### src/rtl/uart_rx_linebuf.sv
// 16x-oversampling UART receiver feeding a character FIFO. Characters reach the consumer
// only once the whole line they belong to has been received.
module uart_rx_linebuf #(
  parameter int unsigned DIV_W     = 16,
  parameter int unsigned DATA_BITS = 8,
  parameter int unsigned PARITY    = 0,
  parameter int unsigned LINE_LEN  = 80,
  parameter int unsigned DEPTH     = 160,
  parameter logic [7:0]  EOL       = 8'h0A
) (
  input  logic                       soc_clk,
  input  logic                       soc_aresetn,
  input  logic                       rx,
  input  logic                       enable,
  input  logic [DIV_W-1:0]           clk_div,
  output logic [DATA_BITS-1:0]       m_data,
  output logic                       m_last,
  output logic                       m_valid,
  input  logic                       m_ready,
  output logic                       frame_err,
  output logic                       parity_err,
  output logic                       overrun,
  output logic [$clog2(DEPTH+1)-1:0] lines_pending
);

  localparam int unsigned PTR_W = (DEPTH > 1) ? $clog2(DEPTH) : 1;
  localparam int unsigned CNT_W = $clog2(DEPTH + 1);
  localparam int unsigned LC_W  = (LINE_LEN > 1) ? $clog2(LINE_LEN) : 1;
  localparam int unsigned BI_W  = $clog2(DATA_BITS);

  localparam logic [PTR_W-1:0]     PTR_LAST = PTR_W'(DEPTH - 1);
  localparam logic [CNT_W-1:0]     CNT_FULL = CNT_W'(DEPTH);
  localparam logic [LC_W-1:0]      LC_LAST  = LC_W'(LINE_LEN - 1);
  localparam logic [BI_W-1:0]      BI_LAST  = BI_W'(DATA_BITS - 1);
  localparam logic [DATA_BITS-1:0] EOL_C    = DATA_BITS'(EOL);
  localparam logic                 ODD_PAR  = (PARITY == 1);
  localparam logic                 HAS_PAR  = (PARITY != 0);

  localparam logic [2:0] StIdle   = 3'd0;
  localparam logic [2:0] StStart  = 3'd1;
  localparam logic [2:0] StData   = 3'd2;
  localparam logic [2:0] StParity = 3'd3;
  localparam logic [2:0] StStop   = 3'd4;
  localparam logic [2:0] StWaitHi = 3'd5;

  // Input synchroniser and oversample divider
  logic             rx_meta_q, rx_meta_d;
  logic             rx_sync_q, rx_sync_d;
  logic [DIV_W-1:0] div_cnt_q, div_cnt_d;
  logic             tick;

  // Frame FSM
  logic [2:0]           state_q, state_d;
  logic [3:0]           tick_cnt_q, tick_cnt_d;
  logic [BI_W-1:0]      bit_idx_q, bit_idx_d;
  logic [DATA_BITS-1:0] shreg_q, shreg_d;
  logic                 par_bad_q, par_bad_d;
  logic                 sample;
  logic                 exp_par;
  logic                 commit;

  // Error pulses
  logic frame_err_q, frame_err_d;
  logic parity_err_q, parity_err_d;
  logic overrun_q, overrun_d;

  // Character FIFO and line accounting
  logic [DATA_BITS:0]   mem_q [DEPTH];
  logic [PTR_W-1:0]     wr_ptr_q, wr_ptr_d;
  logic [PTR_W-1:0]     rd_ptr_q, rd_ptr_d;
  logic [CNT_W-1:0]     cnt_q, cnt_d;
  logic [CNT_W-1:0]     lines_q, lines_d;
  logic [LC_W-1:0]      line_cnt_q, line_cnt_d;
  logic [DATA_BITS:0]   head;
  logic                 full;
  logic                 push;
  logic                 push_last;
  logic                 pop;
  logic                 line_inc;
  logic                 line_dec;

  always_comb begin
    rx_meta_d = rx;
    rx_sync_d = rx_meta_q;
    // >= so that lowering clk_div below the running count still wraps promptly
    tick      = (div_cnt_q >= clk_div);
    div_cnt_d = tick ? '0 : div_cnt_q + 1'b1;
  end

  always_comb begin
    state_d      = state_q;
    tick_cnt_d   = tick_cnt_q;
    bit_idx_d    = bit_idx_q;
    shreg_d      = shreg_q;
    par_bad_d    = par_bad_q;
    commit       = 1'b0;
    frame_err_d  = 1'b0;
    parity_err_d = 1'b0;
    sample       = tick && (tick_cnt_q == 4'd7);
    exp_par      = (^shreg_q) ^ ODD_PAR;

    if (tick) begin
      tick_cnt_d = tick_cnt_q + 4'd1;
    end

    if (!enable) begin
      state_d = StIdle;
    end else begin
      case (state_q)
        StIdle: begin
          if (!rx_sync_q) begin
            state_d    = StStart;
            tick_cnt_d = '0;
            par_bad_d  = 1'b0;
          end
        end
        StStart: begin
          if (sample) begin
            state_d   = rx_sync_q ? StIdle : StData;
            bit_idx_d = '0;
          end
        end
        StData: begin
          if (sample) begin
            shreg_d = {rx_sync_q, shreg_q[DATA_BITS-1:1]};
            if (bit_idx_q == BI_LAST) begin
              state_d = HAS_PAR ? StParity : StStop;
            end else begin
              bit_idx_d = bit_idx_q + 1'b1;
            end
          end
        end
        StParity: begin
          if (sample) begin
            par_bad_d = (rx_sync_q != exp_par);
            state_d   = StStop;
          end
        end
        StStop: begin
          if (sample) begin
            // A bad stop bit masks any parity error: one pulse per frame
            if (!rx_sync_q) begin
              frame_err_d = 1'b1;
              state_d     = StWaitHi;
            end else if (par_bad_q) begin
              parity_err_d = 1'b1;
              state_d      = StIdle;
            end else begin
              commit  = 1'b1;
              state_d = StIdle;
            end
          end
        end
        StWaitHi: begin
          if (rx_sync_q) begin
            state_d = StIdle;
          end
        end
        default: state_d = StIdle;
      endcase
    end
  end

  assign head    = mem_q[rd_ptr_q];
  assign m_valid = (lines_q != '0) && (cnt_q != '0);
  assign m_data  = m_valid ? head[DATA_BITS-1:0] : '0;
  assign m_last  = m_valid & head[DATA_BITS];

  always_comb begin
    pop       = m_valid & m_ready;
    full      = (cnt_q == CNT_FULL);
    push_last = (shreg_q == EOL_C) || (line_cnt_q == LC_LAST);
    // A same-cycle pop frees the slot, so a full FIFO can still accept the commit
    push      = commit & (~full | pop);
    overrun_d = commit & full & ~pop;
    line_inc  = push & push_last;
    line_dec  = pop & head[DATA_BITS];

    wr_ptr_d   = wr_ptr_q;
    rd_ptr_d   = rd_ptr_q;
    cnt_d      = cnt_q;
    lines_d    = lines_q;
    line_cnt_d = line_cnt_q;

    if (push) begin
      wr_ptr_d   = (wr_ptr_q == PTR_LAST) ? '0 : wr_ptr_q + 1'b1;
      line_cnt_d = push_last ? '0 : line_cnt_q + 1'b1;
    end
    if (pop) begin
      rd_ptr_d = (rd_ptr_q == PTR_LAST) ? '0 : rd_ptr_q + 1'b1;
    end
    if (push && !pop) begin
      cnt_d = cnt_q + 1'b1;
    end else if (pop && !push) begin
      cnt_d = cnt_q - 1'b1;
    end
    if (line_inc && !line_dec) begin
      lines_d = lines_q + 1'b1;
    end else if (line_dec && !line_inc) begin
      lines_d = lines_q - 1'b1;
    end
  end

  always_ff @(posedge soc_clk or negedge soc_aresetn) begin
    if (!soc_aresetn) begin
      rx_meta_q    <= 1'b1;
      rx_sync_q    <= 1'b1;
      div_cnt_q    <= '0;
      state_q      <= StIdle;
      tick_cnt_q   <= '0;
      bit_idx_q    <= '0;
      shreg_q      <= '0;
      par_bad_q    <= 1'b0;
      frame_err_q  <= 1'b0;
      parity_err_q <= 1'b0;
      overrun_q    <= 1'b0;
      wr_ptr_q     <= '0;
      rd_ptr_q     <= '0;
      cnt_q        <= '0;
      lines_q      <= '0;
      line_cnt_q   <= '0;
    end else begin
      rx_meta_q    <= rx_meta_d;
      rx_sync_q    <= rx_sync_d;
      div_cnt_q    <= div_cnt_d;
      state_q      <= state_d;
      tick_cnt_q   <= tick_cnt_d;
      bit_idx_q    <= bit_idx_d;
      shreg_q      <= shreg_d;
      par_bad_q    <= par_bad_d;
      frame_err_q  <= frame_err_d;
      parity_err_q <= parity_err_d;
      overrun_q    <= overrun_d;
      wr_ptr_q     <= wr_ptr_d;
      rd_ptr_q     <= rd_ptr_d;
      cnt_q        <= cnt_d;
      lines_q      <= lines_d;
      line_cnt_q   <= line_cnt_d;
    end
  end

  // Storage is not reset; m_data/m_last are gated by m_valid instead
  always_ff @(posedge soc_clk) begin
    if (push) begin
      mem_q[wr_ptr_q] <= {push_last, shreg_q};
    end
  end

  assign frame_err     = frame_err_q;
  assign parity_err    = parity_err_q;
  assign overrun       = overrun_q;
  assign lines_pending = lines_q;

endmodule
### config.mk
export PLATFORM = sky130hd
export DESIGN_NAME = uart_rx_linebuf
export DESIGN_NICKNAME = d
export VERILOG_FILES = /design/src/rtl/uart_rx_linebuf.sv
export SDC_FILE = /design/constraint.sdc
export NUM_CORES = 2
export LEC_CHECK = 0
export BUFFER_PORTS_ARGS = -buffer_cell sky130_fd_sc_hd__buf_2
export CAP_MARGIN = 20
export CORE_MARGIN = 1
export CORE_UTILIZATION = 40
export CTS_CLUSTER_DIAMETER = 50
export DETAILED_ROUTE_END_ITERATION = 16
export GPL_TIMING_DRIVEN = 0
export MAX_ROUTING_LAYER = met4
export PLACE_DENSITY_LB_ADDON = 0.12
export SLEW_MARGIN = 40
export SYNTH_ARGS = -nofsm -noshare
export SYNTH_HDL_FRONTEND = slang
export SYNTH_SLANG_ARGS = --single-unit
### constraint.sdc
create_clock -name soc_clk -period 11.4 [get_ports soc_clk]
set_input_delay 2.28 -clock soc_clk [delete_from_list [all_inputs] [get_ports soc_clk]]
set_output_delay 2.28 -clock soc_clk [all_outputs]
set_load 0.02 [all_outputs]
==> impl_metrics.prom <==
# TYPE chip_impl_metric gauge
chip_impl_metric{name="grt_overflow_total",unit=""} 0
chip_impl_metric{name="achievable-frequency",unit="MHz"} 126.3
chip_impl_info{name="ys_dominant_reg_cell",value="sky130_fd_sc_hd__edfxtp_1"} 1
chip_impl_metric{name="final.setup.tns",unit="ns"} 0
chip_impl_metric{name="finalHoldViolations",unit=""} 0
chip_impl_metric{name="post_cts.repair.setup_buffers",unit=""} 0
chip_impl_info{name="critical_path_end_type",value="output pin"} 1
chip_impl_metric{name="synth_fp_nets",unit=""} 3283
chip_impl_metric{name="post_route_cells_drive_above_1_share",unit="%"} 24.48
chip_impl_metric{name="std_cell_rows",unit=""} 142
chip_impl_metric{name="crit_arrival",unit="ns"} 5.64
chip_impl_info{name="outcome",value="complete, no violations"} 1
chip_impl_metric{name="worstSkewPairLatency",unit="ns"} 0.82
chip_impl_metric{name="cts_num_sinks",unit=""} 1519
chip_impl_metric{name="synthXorXnorAreaFrac",unit="%"} 0.6499
chip_impl_metric{name="vdd_drop_max",unit="uV"} 120.1
chip_impl_metric{name="cts_made_buffers",unit=""} 169
chip_impl_metric{name="drt_pass1_iterations",unit=""} 7
chip_impl_info{name="yosysMostFrequentCell",value="sky130_fd_sc_hd__edfxtp_1"} 1
chip_impl_metric{name="worst-slew-pin-transition",unit="ns"} 0.9304
chip_impl_metric{name="ys_async_sr_fraction",unit="%"} 5.201
chip_impl_metric{name="report.power.total",unit="mW"} 11.72
chip_impl_metric{name="synth_sequential_area_ratio",unit="%"} 74.57
chip_impl_metric{name="finalMaxSlewViolations",unit=""} 0
chip_impl_metric{name="synthCells",unit=""} 3213
chip_impl_metric{name="chipHeight",unit="um"} 391.4
chip_impl_info{name="dominant_combinational_cell_family_by_area_after_synthesis",value="multiplexers"} 1
chip_impl_metric{name="synthAdderAreaFrac",unit="%"} 1.036
chip_impl_info{name="startpoint_type",value="flop"} 1
chip_impl_metric{name="core-area",unit="um2"} 150100
chip_impl_metric{name="syn_area",unit="um2"} 60640
chip_impl_info{name="rsz0062_at_grt",value="no"} 1
chip_impl_metric{name="post_drt_via_cell_ratio",unit=""} 5.717
chip_impl_metric{name="starting_density_of_the_core",unit="%"} 40.39
chip_impl_metric{name="die_width",unit="um"} 391.4
chip_impl_metric{name="cap_violations",unit=""} 0
chip_impl_metric{name="groute.usage.overall",unit="%"} 23.07
chip_impl_metric{name="clock_path_buffers",unit=""} 3
chip_impl_metric{name="cellPowerDensity",unit="nW/um2"} 166.6
chip_impl_metric{name="antenna_violating_nets_post_route",unit=""} 0
chip_impl_metric{name="critical_path_required",unit="ns"} 9.12
chip_impl_metric{name="synth_compound_area_share",unit="%"} 4.723
chip_impl_metric{name="post-route-period-util",unit="%"} 69.46
chip_impl_metric{name="path_max_fanout",unit=""} 10
chip_impl_metric{name="post_detailed_route_drc_marker_count",unit=""} 0
chip_impl_info{name="synthTopCellsByCount",value="1440 x sky130_fd_sc_hd__edfxtp_1, 276 x sky130_fd_sc_hd__mux2i_1, 240 x sky130_fd_sc_hd__mux4_2"} 1
chip_impl_metric{name="area_growth_syn_to_fin",unit="%"} 15.95
chip_impl_metric{name="final.setup_skew",unit="ns"} 0.04851
chip_impl_metric{name="synth_mux_area_share",unit="%"} 13.58
chip_impl_info{name="critical_path_class",value="flop to output pin"} 1
chip_impl_metric{name="dp.final_hpwl",unit="mm"} 118.1
chip_impl_metric{name="vias",unit=""} 32160
chip_impl_metric{name="yosys.area.top_type_share",unit="%"} 71.31
chip_impl_metric{name="slew-limit-headroom",unit="%"} 37.16
chip_impl_metric{name="simple_gate_share_of_the_synthesized_area",unit="%"} 3.464
chip_impl_metric{name="synth.yosys.warnings",unit=""} 0
chip_impl_metric{name="portBuffers",unit=""} 41
chip_impl_info{name="cts_tree",value="built"} 1
chip_impl_metric{name="via_count_of_the_first_global_routing_pass",unit=""} 32740
chip_impl_info{name="synth.top_cells.by_area",value="sky130_fd_sc_hd__edfxtp_1 71%, sky130_fd_sc_hd__mux4_2 8.9%, sky130_fd_sc_hd__mux2i_1 4.6%"} 1
chip_impl_info{name="worstHoldPathType",value="flop to flop"} 1
chip_impl_metric{name="nNetsFinal",unit=""} 3535
chip_impl_metric{name="i_o_pins",unit=""} 42
chip_impl_metric{name="synth.ff_latch_count",unit=""} 1519
chip_impl_metric{name="clock_tree.htree_level_count",unit=""} 4
chip_impl_info{name="synth_largest_area_cell",value="sky130_fd_sc_hd__edfxtp_1"} 1
chip_impl_metric{name="post_synth.cell_area_avg",unit="um2"} 18.87
chip_impl_metric{name="yosysUniqueCellTypes",unit=""} 70
chip_impl_metric{name="clkSlewWorstSetupHoldPaths",unit="ns"} 0.07
chip_impl_metric{name="antenna_found_initial",unit=""} 7
chip_impl_metric{name="die-area",unit="um2"} 153200
chip_impl_metric{name="period_needed",unit="ns"} 7.919
chip_impl_metric{name="drt_wl_cell",unit="um"} 30.21
chip_impl_metric{name="synth-edff-count",unit=""} 1440
chip_impl_metric{name="first_iter_violations",unit=""} 3291
chip_impl_metric{name="setup_viol",unit=""} 0
chip_impl_metric{name="finalWeightedCongestion",unit=""} 0.8819
chip_impl_metric{name="grt_first_pass_wirelength",unit="mm"} 240.6
chip_impl_metric{name="routed_wl",unit="mm"} 170.0
chip_impl_metric{name="grt_max_degree",unit=""} 56
chip_impl_metric{name="cts_resized",unit=""} 0
chip_impl_metric{name="holdBufCountCts",unit=""} 0
chip_impl_metric{name="power.static_leakage",unit="nW"} 25.01
chip_impl_info{name="cts_root_buffer",value="sky130_fd_sc_hd__clkbuf_16"} 1
## report_power, final
part           switching (mW)  internal (mW)
registers              0.0167           6.03
clock network            2.28           3.33
logic                  0.0295         0.0246
## stage by stage
stage | worst slack (ns) | instance area (um2) | instances | utilization [%] | hold slack, ns
6_report | 3.481 | 70310 | 5625 | 46.83 | 0.3554
5_1_grt | 3.470 | 70310 | 5623 | 46.83 | 0.3602
4_1_cts | 3.554 | 70180 | 5622 | 46.74 | 0.3559
3_5_place_dp | 4.441 | 64350 | 5309 | 42.86 | 0.3484
3_3_place_gp | -4.859 | 63370 | 5270 | 42.21 | 0.3462
2_1_floorplan | 1.526 | 60640 | 3213 | - | 0.3452
## cells in the final DEF, fill, tap and decap left out, types with 9 or more instances in the layout
master	count
sky130_fd_sc_hd__edfxtp_1	1440
sky130_fd_sc_hd__mux2i_1	276
sky130_fd_sc_hd__mux4_2	240
sky130_fd_sc_hd__clkbuf_16	169
sky130_fd_sc_hd__nor2_2	145
sky130_fd_sc_hd__o21ai_0	110
sky130_fd_sc_hd__clkbuf_1	103
sky130_fd_sc_hd__buf_2	90
sky130_fd_sc_hd__nand2_1	81
sky130_fd_sc_hd__a221oi_1	81
sky130_fd_sc_hd__dfrtp_1	69
sky130_fd_sc_hd__nor2_1	66
sky130_fd_sc_hd__a21oi_1	52
sky130_fd_sc_hd__ha_1	47
sky130_fd_sc_hd__inv_1	39
sky130_fd_sc_hd__o22ai_1	39
sky130_fd_sc_hd__a211oi_1	39
sky130_fd_sc_hd__o221ai_1	35
sky130_fd_sc_hd__buf_6	33
sky130_fd_sc_hd__nand3_1	30
sky130_fd_sc_hd__xnor2_1	28
sky130_fd_sc_hd__buf_12	27
sky130_fd_sc_hd__clkinv_1	24
sky130_fd_sc_hd__bufinv_16	23
sky130_fd_sc_hd__a22oi_1	22
sky130_fd_sc_hd__clkinv_2	22
sky130_fd_sc_hd__nand4_1	18
sky130_fd_sc_hd__nor2b_1	17
sky130_fd_sc_hd__xor2_1	17
sky130_fd_sc_hd__buf_4	16
sky130_fd_sc_hd__nand2_2	14
sky130_fd_sc_hd__clkbuf_2	13
sky130_fd_sc_hd__clkinvlp_4	11
sky130_fd_sc_hd__and3_1	10
sky130_fd_sc_hd__clkinv_8	9
## area by class of cell
class | count | area, um2
sequential | 1519 | 45250
multi-input combinational | 1471 | 14610
timing repair buffer | 81 | 879.6
buffer | 181 | 1060
antenna | 2 | 5.005
clock inverter | 104 | 1369
tap | 2016 | 2522
inverter | 42 | 158.9
clock buffer | 209 | 4459
fill | 12440 | 79820
## sequential cells by signal, indices dropped and copies added, names as in the netlist, 3 cells and up
| register | cells |
|---|---|
| line_cnt_q | 7 |
| tick_cnt_q | 4 |
| lines_pending | 8 |
| state_q | 3 |
| cnt_q | 8 |
| mem_q | 1440 |
| div_cnt_q | 16 |
| rd_ptr_q | 8 |
| wr_ptr_q | 8 |
| bit_idx_q | 3 |
| shreg_q | 8 |
## logic make-up (layout without fill, tap and decap cells)
| family | after synthesis | after routing |
|---|---|---|
| simple gates | 437 | 437 |
| buf+inv | 223 | 617 |
| flops | 1519 | 1519 |
| fa+ha+maj | 49 | 49 |
| mux | 522 | 522 |
| xor+xnor | 45 | 45 |
| other cells | 0 | 2 |
| compound gates | 418 | 418 |
## critical path: stages, from the launching register on
cell and delay (ns):
sky130_fd_sc_hd__dfrtp_1 0.37, sky130_fd_sc_hd__buf_2 0.35, sky130_fd_sc_hd__buf_2 0.53, sky130_fd_sc_hd__buf_2 0.48
sky130_fd_sc_hd__buf_2 0.50, sky130_fd_sc_hd__mux4_2 0.37, sky130_fd_sc_hd__o21ai_0 0.60, sky130_fd_sc_hd__a221oi_1 0.16
sky130_fd_sc_hd__o21ai_0 0.61, sky130_fd_sc_hd__nand4_1 0.47, sky130_fd_sc_hd__buf_2 0.30
## per-layer routing
metal  wire length [um]  up-vias  track usage, %
li1                   -    13630               -
met1              71700    17000           30.64
met2              81170     1295           36.01
met3              12560      241           4.399
met4               4526        0           7.109
met5                  0        -               -
## path summary, 6_finish.rpt
path	endpoint	start	depth (start not counted)	slack, ns
max	m_data[1]	rd_ptr_q[1]	10	3.48
min	rx_sync_q	rx_meta_q	0	0.36
max reg2reg	lines_pending[7]	rd_ptr_q[1]	18	5.95
min reg2reg	rx_sync_q	rx_meta_q	0	0.36
max in group asynchronous	shreg_q[4]	soc_aresetn	2	9.45
min in group asynchronous	bit_idx_q[0]	soc_aresetn	1	1.33
(Power assumes the default switching activity.)
